<file path="config.mk">
export PLATFORM = sky130hd
export DESIGN_NAME = bram_mp_init
export DESIGN_NICKNAME = d
export VERILOG_FILES = /design/src/rtl/bram_mp_pkg.sv /design/src/rtl/bram_mp_init_seq.sv /design/src/rtl/bram_mp_init.sv
export SDC_FILE = /design/constraint.sdc
export NUM_CORES = 2
export LEC_CHECK = 0
export BUFFER_PORTS_ARGS = -buffer_cell sky130_fd_sc_hd__buf_2
export CAP_MARGIN = 10
export CORE_UTILIZATION = 35
export CTS_BUF_LIST = sky130_fd_sc_hd__clkbuf_4 sky130_fd_sc_hd__clkbuf_8 sky130_fd_sc_hd__clkbuf_16
export DETAILED_ROUTE_END_ITERATION = 6
export GPL_ROUTABILITY_DRIVEN = 0
export HOLD_SLACK_MARGIN = 0.1
export SLEW_MARGIN = 0
export SYNTH_ARGS = -nofsm -noshare
export SYNTH_HDL_FRONTEND = slang
export SYNTH_HIERARCHICAL = 1
export SYNTH_SLANG_ARGS = --single-unit
</file>
<file path="constraint.sdc">
create_clock -name CLK -period 8.1 [get_ports CLK]
set_input_delay 0.81 -clock CLK [delete_from_list [all_inputs] [get_ports CLK]]
set_output_delay 0.81 -clock CLK [all_outputs]
set_load 0.03 [all_outputs]
</file>
<file path="src/rtl/bram_mp_pkg.sv">
// Shared types and helpers for the multi-port block RAM with clear sequencer.
package bram_mp_pkg;

    typedef enum logic {
        ST_INIT = 1'b0,
        ST_RUN  = 1'b1
    } state_t;

    // Widest word the parity helper accepts; callers zero-extend into it.
    localparam int unsigned PAR_MAX_W = 1024;

    function automatic logic par_even(input logic [PAR_MAX_W-1:0] data);
        return ^data;
    endfunction

    function automatic int unsigned slice_lo(input int unsigned idx, input int unsigned width);
        return idx * width;
    endfunction

endpackage

</file>
<file path="src/rtl/bram_mp_init_seq.sv">
// Clear sequencer: sweeps every address once after reset or CLEAR, then holds RUN.
module bram_mp_init_seq
    import bram_mp_pkg::*;
#(
    parameter int ADDR_W = 5,
    parameter int DEPTH  = 32
) (
    input  logic              i_clk,
    input  logic              i_rst,
    input  logic              i_clear,
    output logic              o_ready,
    output logic              o_sweep_we,
    output logic [ADDR_W-1:0] o_sweep_addr,
    output logic              o_busy
);

    localparam logic [ADDR_W-1:0] LAST = ADDR_W'(DEPTH - 1);

    state_t            r_state;
    state_t            w_state_nxt;
    logic [ADDR_W-1:0] r_cnt;
    logic [ADDR_W-1:0] w_cnt_nxt;

    always_ff @(posedge i_clk or posedge i_rst) begin
        if (i_rst) begin
            r_state <= ST_INIT;
            r_cnt   <= '0;
        end else begin
            r_state <= w_state_nxt;
            r_cnt   <= w_cnt_nxt;
        end
    end

    always_comb begin
        w_state_nxt = r_state;
        w_cnt_nxt   = r_cnt;
        case (r_state)
            ST_INIT: begin
                if (i_clear) begin
                    w_cnt_nxt = '0;
                end else if (r_cnt == LAST) begin
                    w_state_nxt = ST_RUN;
                    w_cnt_nxt   = '0;
                end else begin
                    w_cnt_nxt = r_cnt + 1'b1;
                end
            end
            ST_RUN: begin
                if (i_clear) begin
                    w_state_nxt = ST_INIT;
                    w_cnt_nxt   = '0;
                end
            end
            default: ;
        endcase
    end

    assign o_ready      = (r_state == ST_RUN);
    assign o_busy       = (r_state == ST_INIT);
    assign o_sweep_we   = (r_state == ST_INIT);
    assign o_sweep_addr = r_cnt;

endmodule

</file>
<file path="src/rtl/bram_mp_init.sv">
// NUM_RD-read / 1-write block RAM with hardware clear sweep and selectable collision mode.
// Define BRAM_MP_PARITY_EN to store an even-parity bit per word and report read parity errors.
module bram_mp_init
    import bram_mp_pkg::*;
#(
    parameter int ADDR_W      = 5,
    parameter int DATA_W      = 32,
    parameter int DEPTH       = 32,
    parameter int NUM_RD      = 3,
    parameter int WRITE_FIRST = 0
) (
    input  logic                     CLK,
    input  logic                     RST,
    input  logic                     CLEAR,
    output logic                     READY,
    input  logic                     WR_EN,
    input  logic [ADDR_W-1:0]        WR_ADDR,
    input  logic [DATA_W-1:0]        WR_VAL,
    input  logic [NUM_RD-1:0]        RD_EN,
    input  logic [NUM_RD*ADDR_W-1:0] RD_ADDR,
    output logic [NUM_RD*DATA_W-1:0] DOUT,
    output logic [NUM_RD-1:0]        DOUT_RDY,
    output logic [NUM_RD-1:0]        DOUT_PERR
);

`ifdef BRAM_MP_PARITY_EN
    localparam int MEM_W = DATA_W + 1;
`else
    localparam int MEM_W = DATA_W;
`endif
    localparam logic [ADDR_W:0] DEPTH_X = (ADDR_W + 1)'(DEPTH);

    logic [MEM_W-1:0]  r_mem [DEPTH];
    logic              w_sweep_we;
    logic [ADDR_W-1:0] w_sweep_addr;
    logic              w_busy;
    logic              w_we;
    logic [ADDR_W-1:0] w_wa;
    logic [MEM_W-1:0]  w_wd;
    logic [MEM_W-1:0]  w_user_wd;

    bram_mp_init_seq #(
        .ADDR_W (ADDR_W),
        .DEPTH  (DEPTH)
    ) u_seq (
        .i_clk        (CLK),
        .i_rst        (RST),
        .i_clear      (CLEAR),
        .o_ready      (READY),
        .o_sweep_we   (w_sweep_we),
        .o_sweep_addr (w_sweep_addr),
        .o_busy       (w_busy)
    );

`ifdef BRAM_MP_PARITY_EN
    assign w_user_wd = {par_even(PAR_MAX_W'(WR_VAL)), WR_VAL};
`else
    assign w_user_wd = WR_VAL;
`endif

    // The sweep owns the write port while busy; user writes to out-of-range addresses are dropped.
    always_comb begin
        w_we = 1'b0;
        w_wa = WR_ADDR;
        w_wd = w_user_wd;
        if (w_busy) begin
            w_we = w_sweep_we;
            w_wa = w_sweep_addr;
            w_wd = '0;
        end else begin
            w_we = WR_EN && ({1'b0, WR_ADDR} < DEPTH_X);
        end
    end

    always_ff @(posedge CLK) begin
        if (w_we) begin
            r_mem[w_wa] <= w_wd;
        end
    end

    for (genvar i = 0; i < NUM_RD; i++) begin : g_rd
        logic [ADDR_W-1:0] w_ra;
        logic              w_in;
        logic              w_rd;
        logic              w_perr;
        logic [MEM_W-1:0]  w_word;
        logic [DATA_W-1:0] r_dout;
        logic              r_rdy;
        logic              r_perr;

        assign w_ra = RD_ADDR[slice_lo(i, ADDR_W) +: ADDR_W];
        assign w_in = ({1'b0, w_ra} < DEPTH_X);
        assign w_rd = RD_EN[i] && !w_busy;

        always_comb begin
            w_word = '0;
            if (w_in) begin
                if ((WRITE_FIRST != 0) && w_we && (w_wa == w_ra)) begin
                    w_word = w_wd;
                end else begin
                    w_word = r_mem[w_ra];
                end
            end
        end

`ifdef BRAM_MP_PARITY_EN
        assign w_perr = w_in && (par_even(PAR_MAX_W'(w_word[DATA_W-1:0])) != w_word[DATA_W]);
`else
        assign w_perr = 1'b0;
`endif

        always_ff @(posedge CLK or posedge RST) begin
            if (RST) begin
                r_dout <= '0;
                r_rdy  <= 1'b0;
                r_perr <= 1'b0;
            end else begin
                r_rdy  <= w_rd;
                r_perr <= w_rd && w_perr;
                if (w_rd) begin
                    r_dout <= w_word[DATA_W-1:0];
                end
            end
        end

        assign DOUT[slice_lo(i, DATA_W) +: DATA_W] = r_dout;
        assign DOUT_RDY[i]  = r_rdy;
        assign DOUT_PERR[i] = r_perr;
    end

endmodule
</file>
== After elaboration in Yosys (flattened, before gate mapping) ==
Memory sizes are Yosys's and may differ from the RTL's. A register that Yosys moved wholly into a read port is not among the register bits.
Cells that the tools add are included.
Operators by class
  add/subtract/negate cells: 1
  multiply operators: 0
  div/mod/pow operators: 0
  order comparisons: 0
  eq/ne operators: 2
  shift operators: 0
  mux-type cells: 13
  bitwise logic cells: 1
  reductions and logical operators: 3
Operator list (number)
  $mux 32: 1
  $mux 5: 4
  $pmux 5 s2: 1
  $mux 1: 6
  $add 5x1->5 const B: 1
  $eq 5x5->1 const B: 1
  $logic_and 1x1->1: 3
  $ne 2x2->1 const B: 1
  $pmux 1 s2: 1
  $not 1->1: 1
Word-level totals
  bits in registers: 9
  latch bits: 0
  bits in writable memories: 1024
  bits in read-only memories: 0
  output and inout port bits: 103
  memories kept: 1
Memory list
  r_mem: depth 32, width 32, rd ports 3, clocked after Yosys merged registers in 3, wr ports 1, line bram_mp_init.sv:33  | logic [MEM_W-1:0] r_mem [DEPTH];

== Longest topological paths before layout ==
  word-level depth: 4
  depth in mapped cells: 8
  gate-level depth less buffers: 6

== Hierarchy ==
Netlist, hierarchy kept.
Modules (own cells, without submodules)
  bram_mp_init: times used 1, cells each 4444, area each 61492.7 um^2
  bram_mp_init_seq: times used 1, cells each 31, area each 310.3 um^2

== Least setup slack after synthesis ==
No wires, ideal clock.
  path kind: register -> register
  start point: register u_seq.r_state (netlist: u_seq/o_ready)
  end point: memory r_mem[24][0] (netlist name), enable pin
  setup time: 0.421 ns
  arrival: 3.143 ns
  path slack: 4.536 ns
  stages on the path, launching flop included: 9
  path buffers: 3
  clock period less this slack: 3.564 ns
  path through: dfrtp_1 -> buf_6 -> inv_1 -> clkbuf_1 -> clkbuf_1 -> nand2_1 -> o32ai_1 -> nand2_1 -> nor2_1
On the way
  word-level cells in the longest chain between the ends: 4
  elaborated cells on any way between the ends: 5
  classes of those cells: 4 x mux; 1 x bitwise
RTL lines
  start: declaration: line bram_mp_init_seq.sv:19  | state_t r_state;
  start signal: assignment: line bram_mp_init_seq.sv:29  | r_state <= w_state_nxt;
  $not 1->1
  $mux 1: line bram_mp_init.sv:66  | if (w_busy) begin
  $mux 1: line bram_mp_init.sv:76  | if (w_we) begin
  $mux 1 (implied by the code): line bram_mp_init.sv:77  | r_mem[w_wa] <= w_wd;
  end: declaration: line bram_mp_init.sv:33
Parallel ways exist; a longest one is shown, timed or not.

== Worst setup path after layout ==
  start point: register u_seq.r_state (netlist: u_seq/o_ready)
  end point: memory r_mem[10][24] (netlist name), enable pin
The elaborated chain is that of the path after synthesis.

==> metrics.md <==
| Metric | Value |
|---|---|
| Status | finished, final reports clean |
| Worst Hold Class | in -> reg |
| Setup TNS | 0 ps |
| Slew HR | 17.6% |
| Crit. End Element | flop |
| IO Count | 162 |
| Leak pwr | 0.0267 uW |
| Post-Syn Instances | 4475 |
| CTS tree | built |
| Syn. warnings | 6 |
| Area of the mapped netlist | 61800 um^2 |
| Post-DP HPWL | 125000 um |
| Setup ws final | 3590 ps |
| Layout cells sized above 1 | 15.0% |
| RSZ-0062 raised after global routing | false |
| WP data arrival | 4890 ps |
| Post-synth EDFFs | 1024 |
| Detailed-route DRC error count | 0 |
| Wirelength, routed | 228000 um |
| FF-to-FF End | r_mem[10][24] |
| Layout area overhead | 11.4% |
| Worst slack, placed | 3590 ps |
| Most common cell after layout, fill and taps aside | mux2i_1 |
| Antenna violations before repair | 12 |
| Synth top area cells | edfxtp_1, mux2i_1, a22oi_1 |
| Vias after detailed routing | 43940 |
| Reg2reg path depth | 7 |
| Register area share after synthesis | 54.0% |
| Setup violators final | 0 |
| Rows | 153 |
| TritonRoute pass-1 iters | 6 |
| Synthesized area per cell | 13.8 um^2 |
| Filler Cell Count | 16188 |
| Power per cell area | 204 nW/um^2 |
| Min Tclk post-route | 4510 ps |
| Max IR drop VDD | 0.183 mV |
| Clock transition at path regs | 70 ps |
| Crit path capture | r_mem[10][24] |
| Reg-to-reg critical path startpoint | u_seq/o_ready |
| Setup crit start kind | flop |
| Area of the die | 178000 um^2 |
| Max Cap Violations | 0 |
| Cts bufs inserted | 120 |
| Final #Nets | 4531 |
| Post-synth ARST share | 9.30% |
| Gr usage total | 24.6% |
| Cts hold-fix bufs | 1 |
| H-tree Lvls | 3 |
| Final worst path period share | 55.7% |
| CTS Root Cell | clkbuf_16 |
| Worst-margin pin slew | 1230 ps |
| GRT overflow | 0 |
| Synth area leader | edfxtp_1 |
| Post-CTS sizing | 0 |
| Pin count of the biggest net entering global routing | 126 |
| Die H | 422 um |
| Hold_sp | CLEAR |
| CP startpoint | u_seq/o_ready |
| Initial core utilization | 35.4% |
| First-pass GRT wire length | 319000 um |
| Crit path required time | 8480 ps |
| Starting DRC count in detailed routing | 4996 |
| I/O Buffers | 158 |
| Post-CTS Setup Bufs | 0 |
| Detail Route Antenna Nets | 0 |
| #FFs+latches synth | 1129 |
| Yosys top cell area share | 49.8% |
| Wirelength per Cell | 33.1 um |
| Final Hold Vio Count | 0 |
| CP Max Fanout | 26 |
| Worst Skew | 24.0 ps |
| Later-pin clock latency in the skew report | 760 ps |
| DP Area | 64600 um^2 |
| Longest Clk Path Bufs | 3 |
| Finished Cell Area | 68800 um^2 |
| R2R Setup Slk | 3590 ps |
| Commonest non-fill, non-tap cells in the layout | mux2i_1, edfxtp_1, a22oi_1 |
| Max Slew Vio Count | 0 |
| WS Path Type | reg -> reg |
| Distinct cells, synth | 38 |
| Final hold slack | 306 ps |
| Highest clock rate | 0.222 GHz |
| Post-DR vias/cell | 6.36 |
| Core Region | 175000 um^2 |
| Vias in the first global route | 43594 |
| Ys flop type | edfxtp_1 |
| Die Wd | 422 um |
| Clock sink count | 1129 |
-- layer usage --
metal  track usage [%]  share of wire [%]  vias to the layer above  wire length [um]
met2              40.3                 47                     2392            107000
met4              12.6                5.4                       18             12200
met1              31.0                 40                    22628             90400
met3              4.19                8.2                      629             18600
met5                 0              0.055                        -               126
li1                  -                  -                    18273                 -
-- synth_stat cells (4+ instances only) --
master    count
dfrtp_1     105
mux2i_1    1540
a22o_1      192
a22oi_1     384
inv_1        10
nor2_1       42
o41ai_2      96
buf_1        32
a221oi_1    190
buf_2        23
clkbuf_1    189
edfxtp_1   1024
nand2b_1     10
a21oi_1     195
buf_4        83
clkbuf_4     33
buf_6        27
nand2_1     113
o22ai_1      96
nor2b_1      38
o32ai_1       4
buf_8        24
-- flip-flops by register name, indices dropped and copies added (netlist names) --
| name | count |
|---|---|
| r_mem | 1024 |
| u_seq/o_sweep_addr | 5 |
| g_rd.r_dout | 96 |
| u_seq/o_ready | 1 |
| g_rd.r_rdy | 3 |
-- worst max-delay path, stage by stage, from the launching register on --
cell and delay (ps):
dfrtp_1 520, clkinv_2 490, buf_4 590, nand3_1 150, o21ai_0 150, nand2_1 490
nor2_4 1080, buf_4 600
-- report_power, final --
group,internal [uW],switching [uW],total (uW)
Clock,3270,2400,5680
Combinational,619,1180,1800
Sequential,6420,140,6560
-- cell families after synthesis --
family	Yosys count	synth area share (%)
simple gates	215	1.55
buf+inv	422	4.11
fa+ha+maj	2	0.0405
compound gates	1164	15.3
flops	1129	54.0
other cells	1	0.00607
mux	1542	25.0
-- area by class of cell --
cell class                 count  area (um^2)  area share, %
sequential                  1129        33400           48.5
multi-input combinational   2926        26300           38.3
clock buffer                 168         3500           5.09
tap                         2325         2910           4.23
timing repair buffer         283         2080           3.02
clock inverter                61          572          0.831
inverter                      10         43.8         0.0636
antenna                        6         15.0         0.0218
-- how the worst min path moves through the flow --
stage | cells after the start | slack [ps] | end
floorplan | 2 | 560 | u_seq/o_sweep_addr[4]
global placement | 2 | 460 | g_rd[2].r_dout[3]
detailed placement | 2 | 460 | g_rd[0].r_dout[26]
CTS | 2 | 260 | u_seq/o_sweep_addr[0]
global route | 2 | 300 | u_seq/o_sweep_addr[4]
finish | 2 | 310 | u_seq/o_sweep_addr[0]
-- through the flow --
| stage | total power (uW) | utilization [%] | cells |
|---|---|---|---|
| floorplan | 7830 | - | 4477 |
| global placement | 8440 | 37.0 | 6663 |
| detailed placement | 8460 | 37.0 | 6663 |
| CTS | 14100 | 39.3 | 6893 |
| global route | 14400 | 39.4 | 6904 |
| finish | 14000 | 39.4 | 6908 |
Power figures use the tool's default switching activity.
